`config.mk`:
```
export PLATFORM = sky130hd
export DESIGN_NAME = module_branch_predictor
export DESIGN_NICKNAME = d
export VERILOG_FILES = /design/src/rtl/bp_pkg.sv /design/src/rtl/module_btb.sv /design/src/rtl/module_branch_predictor.sv
export SDC_FILE = /design/constraint.sdc
export NUM_CORES = 2
export LEC_CHECK = 0
export ABC_AREA = 1
export CORE_MARGIN = 2
export CORE_UTILIZATION = 35
export CTS_CLUSTER_DIAMETER = 120
export DETAILED_ROUTE_END_ITERATION = 10
export PLACE_DENSITY = 0.5
export REMOVE_ABC_BUFFERS = 1
export SLEW_MARGIN = 10
export SYNTH_ARGS = -nofsm -noshare
export SYNTH_HDL_FRONTEND = slang
export SYNTH_SLANG_ARGS = --single-unit
```
`constraint.sdc`:
```
create_clock -name clk_i -period 6.3 [get_ports clk_i]
set_input_delay 0.63 -clock clk_i [delete_from_list [all_inputs] [get_ports clk_i]]
set_output_delay 0.63 -clock clk_i [all_outputs]
set_load 0.1 [all_outputs]
```
`src/rtl/bp_pkg.sv`:
```
// Branch predictor shared definitions.
// Contents:
//   - bp_ctr_e     : 2-bit saturating direction counter encoding
//   - btb_entry_t  : one BTB entry {valid, tag, target, counter}
//   - BP_ENTRIES_DEFAULT / BP_TAG_W_MAX : sizing constants
//   - ctr_step()   : saturating counter step toward taken / not-taken
package bp_pkg;

    localparam int BP_ENTRIES_DEFAULT = 16;

    // The tag field is sized for the smallest legal table (4 entries -> 28 tag
    // bits). Larger tables zero-extend their shorter tags into it.
    localparam int BP_TAG_W_MAX = 28;

    typedef enum logic [1:0] {
        STRONG_NT = 2'b00,
        WEAK_NT   = 2'b01,
        WEAK_T    = 2'b10,
        STRONG_T  = 2'b11
    } bp_ctr_e;

    typedef struct packed {
        logic                    valid;
        logic [BP_TAG_W_MAX-1:0] tag;
        logic [31:0]             target;
        bp_ctr_e                 counter;
    } btb_entry_t;

    // Move one step toward the resolved direction; saturates at both ends.
    function automatic bp_ctr_e ctr_step(input bp_ctr_e c, input logic taken);
        bp_ctr_e r;
        r = c;
        case (c)
            STRONG_NT: r = taken ? WEAK_NT  : STRONG_NT;
            WEAK_NT:   r = taken ? WEAK_T   : STRONG_NT;
            WEAK_T:    r = taken ? STRONG_T : WEAK_NT;
            STRONG_T:  r = taken ? STRONG_T : WEAK_T;
            default:   r = WEAK_NT;
        endcase
        return r;
    endfunction

endpackage

```
`src/rtl/module_btb.sv`:
```
// Branch target buffer storage.
// Two combinational read ports (fetch lookup and EX-stage lookup), one
// synchronous write port, synchronous active-high reset that clears every
// entry to {valid=0, tag=0, target=0, counter=WEAK_NT}. Reset beats write.
// Ports:
//   clk, rst                 : clock, synchronous reset
//   rd_f_index / rd_f_entry  : fetch read port
//   rd_ex_index / rd_ex_entry: EX read port
//   wr_en, wr_index, wr_entry: write port
module module_btb
    import bp_pkg::*;
#(
    parameter int ENTRIES = BP_ENTRIES_DEFAULT,
    localparam int INDEX_W = $clog2(ENTRIES)
) (
    input  logic               clk,
    input  logic               rst,
    input  logic [INDEX_W-1:0] rd_f_index,
    output btb_entry_t         rd_f_entry,
    input  logic [INDEX_W-1:0] rd_ex_index,
    output btb_entry_t         rd_ex_entry,
    input  logic               wr_en,
    input  logic [INDEX_W-1:0] wr_index,
    input  btb_entry_t         wr_entry
);

    btb_entry_t mem_reg [ENTRIES];

    // Reads see the stored contents, so a same-cycle write is only visible
    // from the following cycle.
    assign rd_f_entry  = mem_reg[rd_f_index];
    assign rd_ex_entry = mem_reg[rd_ex_index];

    always_ff @(posedge clk) begin
        if (rst) begin
            for (int i = 0; i < ENTRIES; i++) begin
                mem_reg[i] <= '{valid: 1'b0, tag: '0, target: '0, counter: WEAK_NT};
            end
        end else if (wr_en) begin
            mem_reg[wr_index] <= wr_entry;
        end
    end

endmodule

```
`src/rtl/module_branch_predictor.sv`:
```
// Fetch-stage branch predictor: BTB with 2-bit counters, next-PC selection,
// mispredict detection and statistics counters.
// Ports:
//   clk_i, rst_i            : clock, synchronous active-high reset
//   pc_f_i, stall_f_i       : current fetch PC and fetch stall
//   ex_*_i                  : resolved branch/jump from EX plus its fetch-time prediction
//   pcnext_o                : next PC for the PC register
//   pred_taken_f_o / pred_target_f_o : prediction for pc_f_i
//   flush_o                 : mispredict, flush F/D and D/E
//   branch_cnt_o / mispred_cnt_o     : resolved and mispredicted counts since reset
module module_branch_predictor
    import bp_pkg::*;
#(
    parameter int ENTRIES = BP_ENTRIES_DEFAULT,
    localparam int INDEX_W = $clog2(ENTRIES)
) (
    input  logic        clk_i,
    input  logic        rst_i,
    input  logic [31:0] pc_f_i,
    input  logic        stall_f_i,
    input  logic        ex_valid_i,
    input  logic        ex_is_branch_i,
    input  logic        ex_is_jump_i,
    input  logic [31:0] ex_pc_i,
    input  logic        ex_taken_i,
    input  logic [31:0] ex_target_i,
    input  logic        ex_pred_taken_i,
    input  logic [31:0] ex_pred_target_i,
    output logic [31:0] pcnext_o,
    output logic        pred_taken_f_o,
    output logic [31:0] pred_target_f_o,
    output logic        flush_o,
    output logic [31:0] branch_cnt_o,
    output logic [31:0] mispred_cnt_o
);

    logic [INDEX_W-1:0]      f_index;
    logic [INDEX_W-1:0]      ex_index;
    logic [BP_TAG_W_MAX-1:0] f_tag;
    logic [BP_TAG_W_MAX-1:0] ex_tag;
    btb_entry_t              f_entry;
    btb_entry_t              ex_entry;
    btb_entry_t              wr_entry;
    logic                    wr_en;
    logic                    f_hit;
    logic                    ex_hit;
    logic                    update;
    logic [31:0]             pc_f_plus4;
    logic [31:0]             ex_pc_plus4;
    logic [31:0]             branch_cnt_reg;
    logic [31:0]             mispred_cnt_reg;

    // Byte-offset bits [1:0] never take part in index or tag.
    assign f_index  = pc_f_i[INDEX_W+1:2];
    assign ex_index = ex_pc_i[INDEX_W+1:2];
    assign f_tag    = BP_TAG_W_MAX'(pc_f_i >> (INDEX_W + 2));
    assign ex_tag   = BP_TAG_W_MAX'(ex_pc_i >> (INDEX_W + 2));

    module_btb #(.ENTRIES(ENTRIES)) u_btb (
        .clk         (clk_i),
        .rst         (rst_i),
        .rd_f_index  (f_index),
        .rd_f_entry  (f_entry),
        .rd_ex_index (ex_index),
        .rd_ex_entry (ex_entry),
        .wr_en       (wr_en),
        .wr_index    (ex_index),
        .wr_entry    (wr_entry)
    );

    assign pc_f_plus4  = pc_f_i + 32'd4;
    assign ex_pc_plus4 = ex_pc_i + 32'd4;

    assign f_hit  = f_entry.valid && (f_entry.tag == f_tag);
    assign ex_hit = ex_entry.valid && (ex_entry.tag == ex_tag);

    assign pred_taken_f_o  = f_hit && (f_entry.counter inside {WEAK_T, STRONG_T});
    assign pred_target_f_o = f_hit ? f_entry.target : pc_f_plus4;

    assign update  = ex_valid_i && (ex_is_branch_i || ex_is_jump_i);
    assign flush_o = update &&
                     ((ex_taken_i != ex_pred_taken_i) ||
                      (ex_taken_i && (ex_target_i != ex_pred_target_i)));

    // Mispredict recovery outranks a fetch stall.
    always_comb begin
        pcnext_o = pc_f_plus4;
        if (flush_o) begin
            pcnext_o = ex_taken_i ? ex_target_i : ex_pc_plus4;
        end else if (stall_f_i) begin
            pcnext_o = pc_f_i;
        end else if (pred_taken_f_o) begin
            pcnext_o = pred_target_f_o;
        end
    end

    // Hit: train the counter (and refresh target when taken).
    // Miss: allocate only on a taken outcome; not-taken misses leave the table alone.
    always_comb begin
        wr_en    = 1'b0;
        wr_entry = ex_entry;
        if (update) begin
            if (ex_hit) begin
                wr_en            = 1'b1;
                wr_entry.counter = ctr_step(ex_entry.counter, ex_taken_i);
                if (ex_taken_i) begin
                    wr_entry.target = ex_target_i;
                end
            end else if (ex_taken_i) begin
                wr_en            = 1'b1;
                wr_entry.valid   = 1'b1;
                wr_entry.tag     = ex_tag;
                wr_entry.target  = ex_target_i;
                wr_entry.counter = ex_is_jump_i ? STRONG_T : WEAK_T;
            end
        end
    end

    always_ff @(posedge clk_i) begin
        if (rst_i) begin
            branch_cnt_reg  <= '0;
            mispred_cnt_reg <= '0;
        end else begin
            if (update) begin
                branch_cnt_reg <= branch_cnt_reg + 32'd1;
            end
            if (flush_o) begin
                mispred_cnt_reg <= mispred_cnt_reg + 32'd1;
            end
        end
    end

    assign branch_cnt_o  = branch_cnt_reg;
    assign mispred_cnt_o = mispred_cnt_reg;

endmodule
```
==> flow_metrics.env <==
export IMPL_p_sw_mw=5.938
export IMPL_path_clk_slew_ps=60
export IMPL_hp_start="branch_cnt_o[31]"
export IMPL_cts_tree="done"
export IMPL_n_fill_cell=18120
export IMPL_irDropWorstVdd_mv=0.2739
export IMPL_dieHeight_um=429.2
export IMPL_p_comb_share_pct=18.0
export IMPL_seq_power_share_pct=42.6
export IMPL_max_cap_violations=0
export IMPL_postCtsHoldBufs=0
export IMPL_fp_dieW_um=429.2
export IMPL_cts_resized_gates=0
export IMPL_slew_headroom_pct=16.22
export IMPL_synth_top_area_cell="edfxtp_1"
export IMPL_hold_viol=0
export IMPL_worstPathArrival_ps=5550
export IMPL_clk_latency_ps=790
export IMPL_worstSetupPathType="in -> out"
export IMPL_r2r_start="u_btb.mem_reg[14][61]"
export IMPL_syn_inst=7978
export IMPL_vias=60080
export IMPL_power_share_switching_pct=31.05
export IMPL_p_int_mw=13.19
export IMPL_grt_pass1_wl_mm=417.7
export IMPL_timing_hold_ws_ps=481.9
export IMPL_synth_area_um2=63280
export IMPL_min_path_type="reg -> reg"
export IMPL_synthTopCellsByArea="edfxtp_1 48%, nand2_1 9.4%, nor2_1 9.1%"
export IMPL_crit_fanout=32
export IMPL_final_antenna_net_count=0
export IMPL_drtIter0Drc=8103
export IMPL_ios=266
export IMPL_cts_setup_buffers=0
export IMPL_grt_pass1_vias=55790
export IMPL_utilization_pct=40.79
export IMPL_core_area_um2=180200
export IMPL_worst_slew_pin_slew_ps=1244
export IMPL_dp_cells=10280
export IMPL_die_area_um2=184200
export IMPL_cp_end_kind="output port"
export IMPL_rsz0062_at_grt="false"
export IMPL_yosys_top_cells_count="1579 x nand2_1, 1535 x nor2_1, 1008 x edfxtp_1"
export IMPL_period_share_pct=98.16
export IMPL_clk_root_buffer_cell="clkbuf_16"
export IMPL_clock_path_buffers=3
export IMPL_start_kind="input pin"
export IMPL_rows=156
export IMPL_seqCellArea_um2=31550
export IMPL_reg2reg_slack_ps=1630
export IMPL_grt_overflow=0
export IMPL_grt_use_total_pct=31.42
export IMPL_grt_max_degree=162
export IMPL_fmax_mhz=161.7
export IMPL_layout_nets=8185
export IMPL_async_flop_share_pct=0
export IMPL_antenna_found_initial=17
export IMPL_drc=0
export IMPL_clock_sinks=1072
export IMPL_postSynthRegisterBits=1072
export IMPL_setup_viol=0
export IMPL_leakage_nw=28.95
export IMPL_wirelength_mm=298.4
export IMPL_synth_yosys_seq_area_share_pct=49.86
export IMPL_maxSlewViolCount=0
export IMPL_syn_to_final_growth_pct=16.12
export IMPL_gp_congestion=1.005
export IMPL_ys_warn_count=0
export IMPL_largest_register_ffs=1008
export IMPL_outcome="finished, final reports clean"
export IMPL_synth_edf_count=1008
export IMPL_clock_skew_ps=32.34
export IMPL_final_layout_size_suffix_gt1_share_pct=9.040
export IMPL_p_per_area_nw_per_um2=260.3
export IMPL_dp_hpwl_mm=187.3
export IMPL_layout_min_cycle_time_ps=6184
export IMPL_finalNonFillerCells=10520
export IMPL_numCtsBuffers=135
export IMPL_via_per_inst=5.710
export IMPL_synth_top_cell_area_share_pct=47.83
export IMPL_initial_core_util_pct=35.12
export IMPL_first_pass_iters=6
export IMPL_avgSynthCellArea_um2=7.932
export IMPL_power_share_clock_pct=39.4
export IMPL_port_buffers=265
export IMPL_multiInputGateArea_um2=26520
export IMPL_startpoint="pc_f_i[5]"
export IMPL_htree_levels=4
export IMPL_synthFlopType="edfxtp_1"
export IMPL_ys_types=51
export IMPL_synth_most_common_cell="nand2_1"
export IMPL_post_drt_wl_per_cell_um=28.36
export IMPL_crit_required_ps=5670
[critical path: stages]
cell             delay [ps]
clkdlybuf4s50_1         630
nand2_1                 140
inv_4                   610
nand2_1                 270
nor3_2                  360
nand2_1                 160
nor2_1                  160
nand2_1                 110
nor3_1                  510
nand4_1                 750
xor2_1                  350
inv_1                   110
nand2_1                  50
o21ai_0                  90
nand2_1                  80
nand2_1                  80
o21ai_0                 160
buf_12                  250
[area by class of cell]
cell class / count / area share [%]
Clock buffer: 178 / 4.931
Inverter: 631 / 3.280
Timing Repair Buffer: 514 / 8.017
Antenna cell: 9 / 0.03065
Multi-Input combinational cell: 5688 / 36.09
Clock inverter: 59 / 0.6760
Tap cell: 2370 / 4.036
Sequential cell: 1072 / 42.94
[per-stage QoR]
step	instance area [um2]	setup TNS (ps)	total power [mW]	setup WS (ps)
final	73480	0	19.12	116.0
after global routing	73460	0	19.62	17.20
after CTS	73440	0	19.11	272.9
after detailed placement	69320	0	11.65	297.6
after global placement	69310	0	11.65	220.3
after floorplan	60240	-735390	9.878	-1987
[cell usage in the layout, fill, tap and decap left out, types with 7 or more instances in the layout]
cell | synthesis | routed
nand2_1 | 1579 | 1562
nor2_1 | 1535 | 1529
edfxtp_1 | 1008 | 1008
o21ai_0 | 967 | 967
inv_1 | 615 | 611
a21oi_1 | 466 | 466
nand3_1 | 297 | 297
buf_4 | 50 | 194
clkdlybuf4s50_1 | 0 | 192
o211ai_1 | 163 | 163
nor2_2 | 140 | 140
clkbuf_16 | 0 | 138
buf_12 | 1 | 122
xor2_1 | 89 | 89
o22ai_1 | 65 | 65
dfxtp_1 | 64 | 64
nand4_1 | 59 | 59
nor3_1 | 54 | 54
o21ai_1 | 50 | 43
clkbuf_1 | 302 | 38
o21ai_2 | 26 | 33
nor4_1 | 32 | 32
conb_1 | 1 | 32
clkinv_1 | 5 | 28
clkinv_2 | 0 | 20
a221oi_1 | 19 | 19
a31oi_1 | 18 | 18
nand2_4 | 2 | 18
xnor2_1 | 13 | 13
a211oi_1 | 11 | 11
o221ai_1 | 11 | 11
nor2_4 | 5 | 11
nand4_4 | 10 | 10
diode_2 | 0 | 9
inv_6 | 0 | 7
inv_4 | 0 | 7
ha_1 | 7 | 7
[power groups by stage]
stage	Combinational [mW]	Sequential (mW)	Clock, mW
floorplan	1.60	8.28	0
global placement	3.37	8.28	0
detailed placement	3.37	8.28	0
CTS	3.38	8.13	7.59
global route	3.61	8.16	7.85
finish	3.44	8.14	7.54
[cell families after synthesis]
family          Yosys count  synth area share, %
xor+xnor                102                1.412
flops                  1072                49.86
buf+inv                1249                8.724
compound gates         1816                15.66
fa+ha+maj                 8               0.1542
simple gates           3730                24.19
other cells               1             0.005926
[layer usage]
metal | global-route usage, % | part of all wire [%] | vias up
li1 | - | - | 26780
met1 | 40.46 | 39 | 29000
met2 | 48.61 | 44 | 3526
met3 | 5.479 | 9.5 | 761
met4 | 20.53 | 7.5 | 6
met5 | 0 | 0.015 | -
[final timing paths]
check / end / depth (start not counted)
min: branch_cnt_o[31] / 2
min reg2reg: branch_cnt_o[31] / 2
max reg2reg: u_btb.mem_reg[8][39] / 18
max: pcnext_o[28] / 18
(Power assumes the default switching activity.)
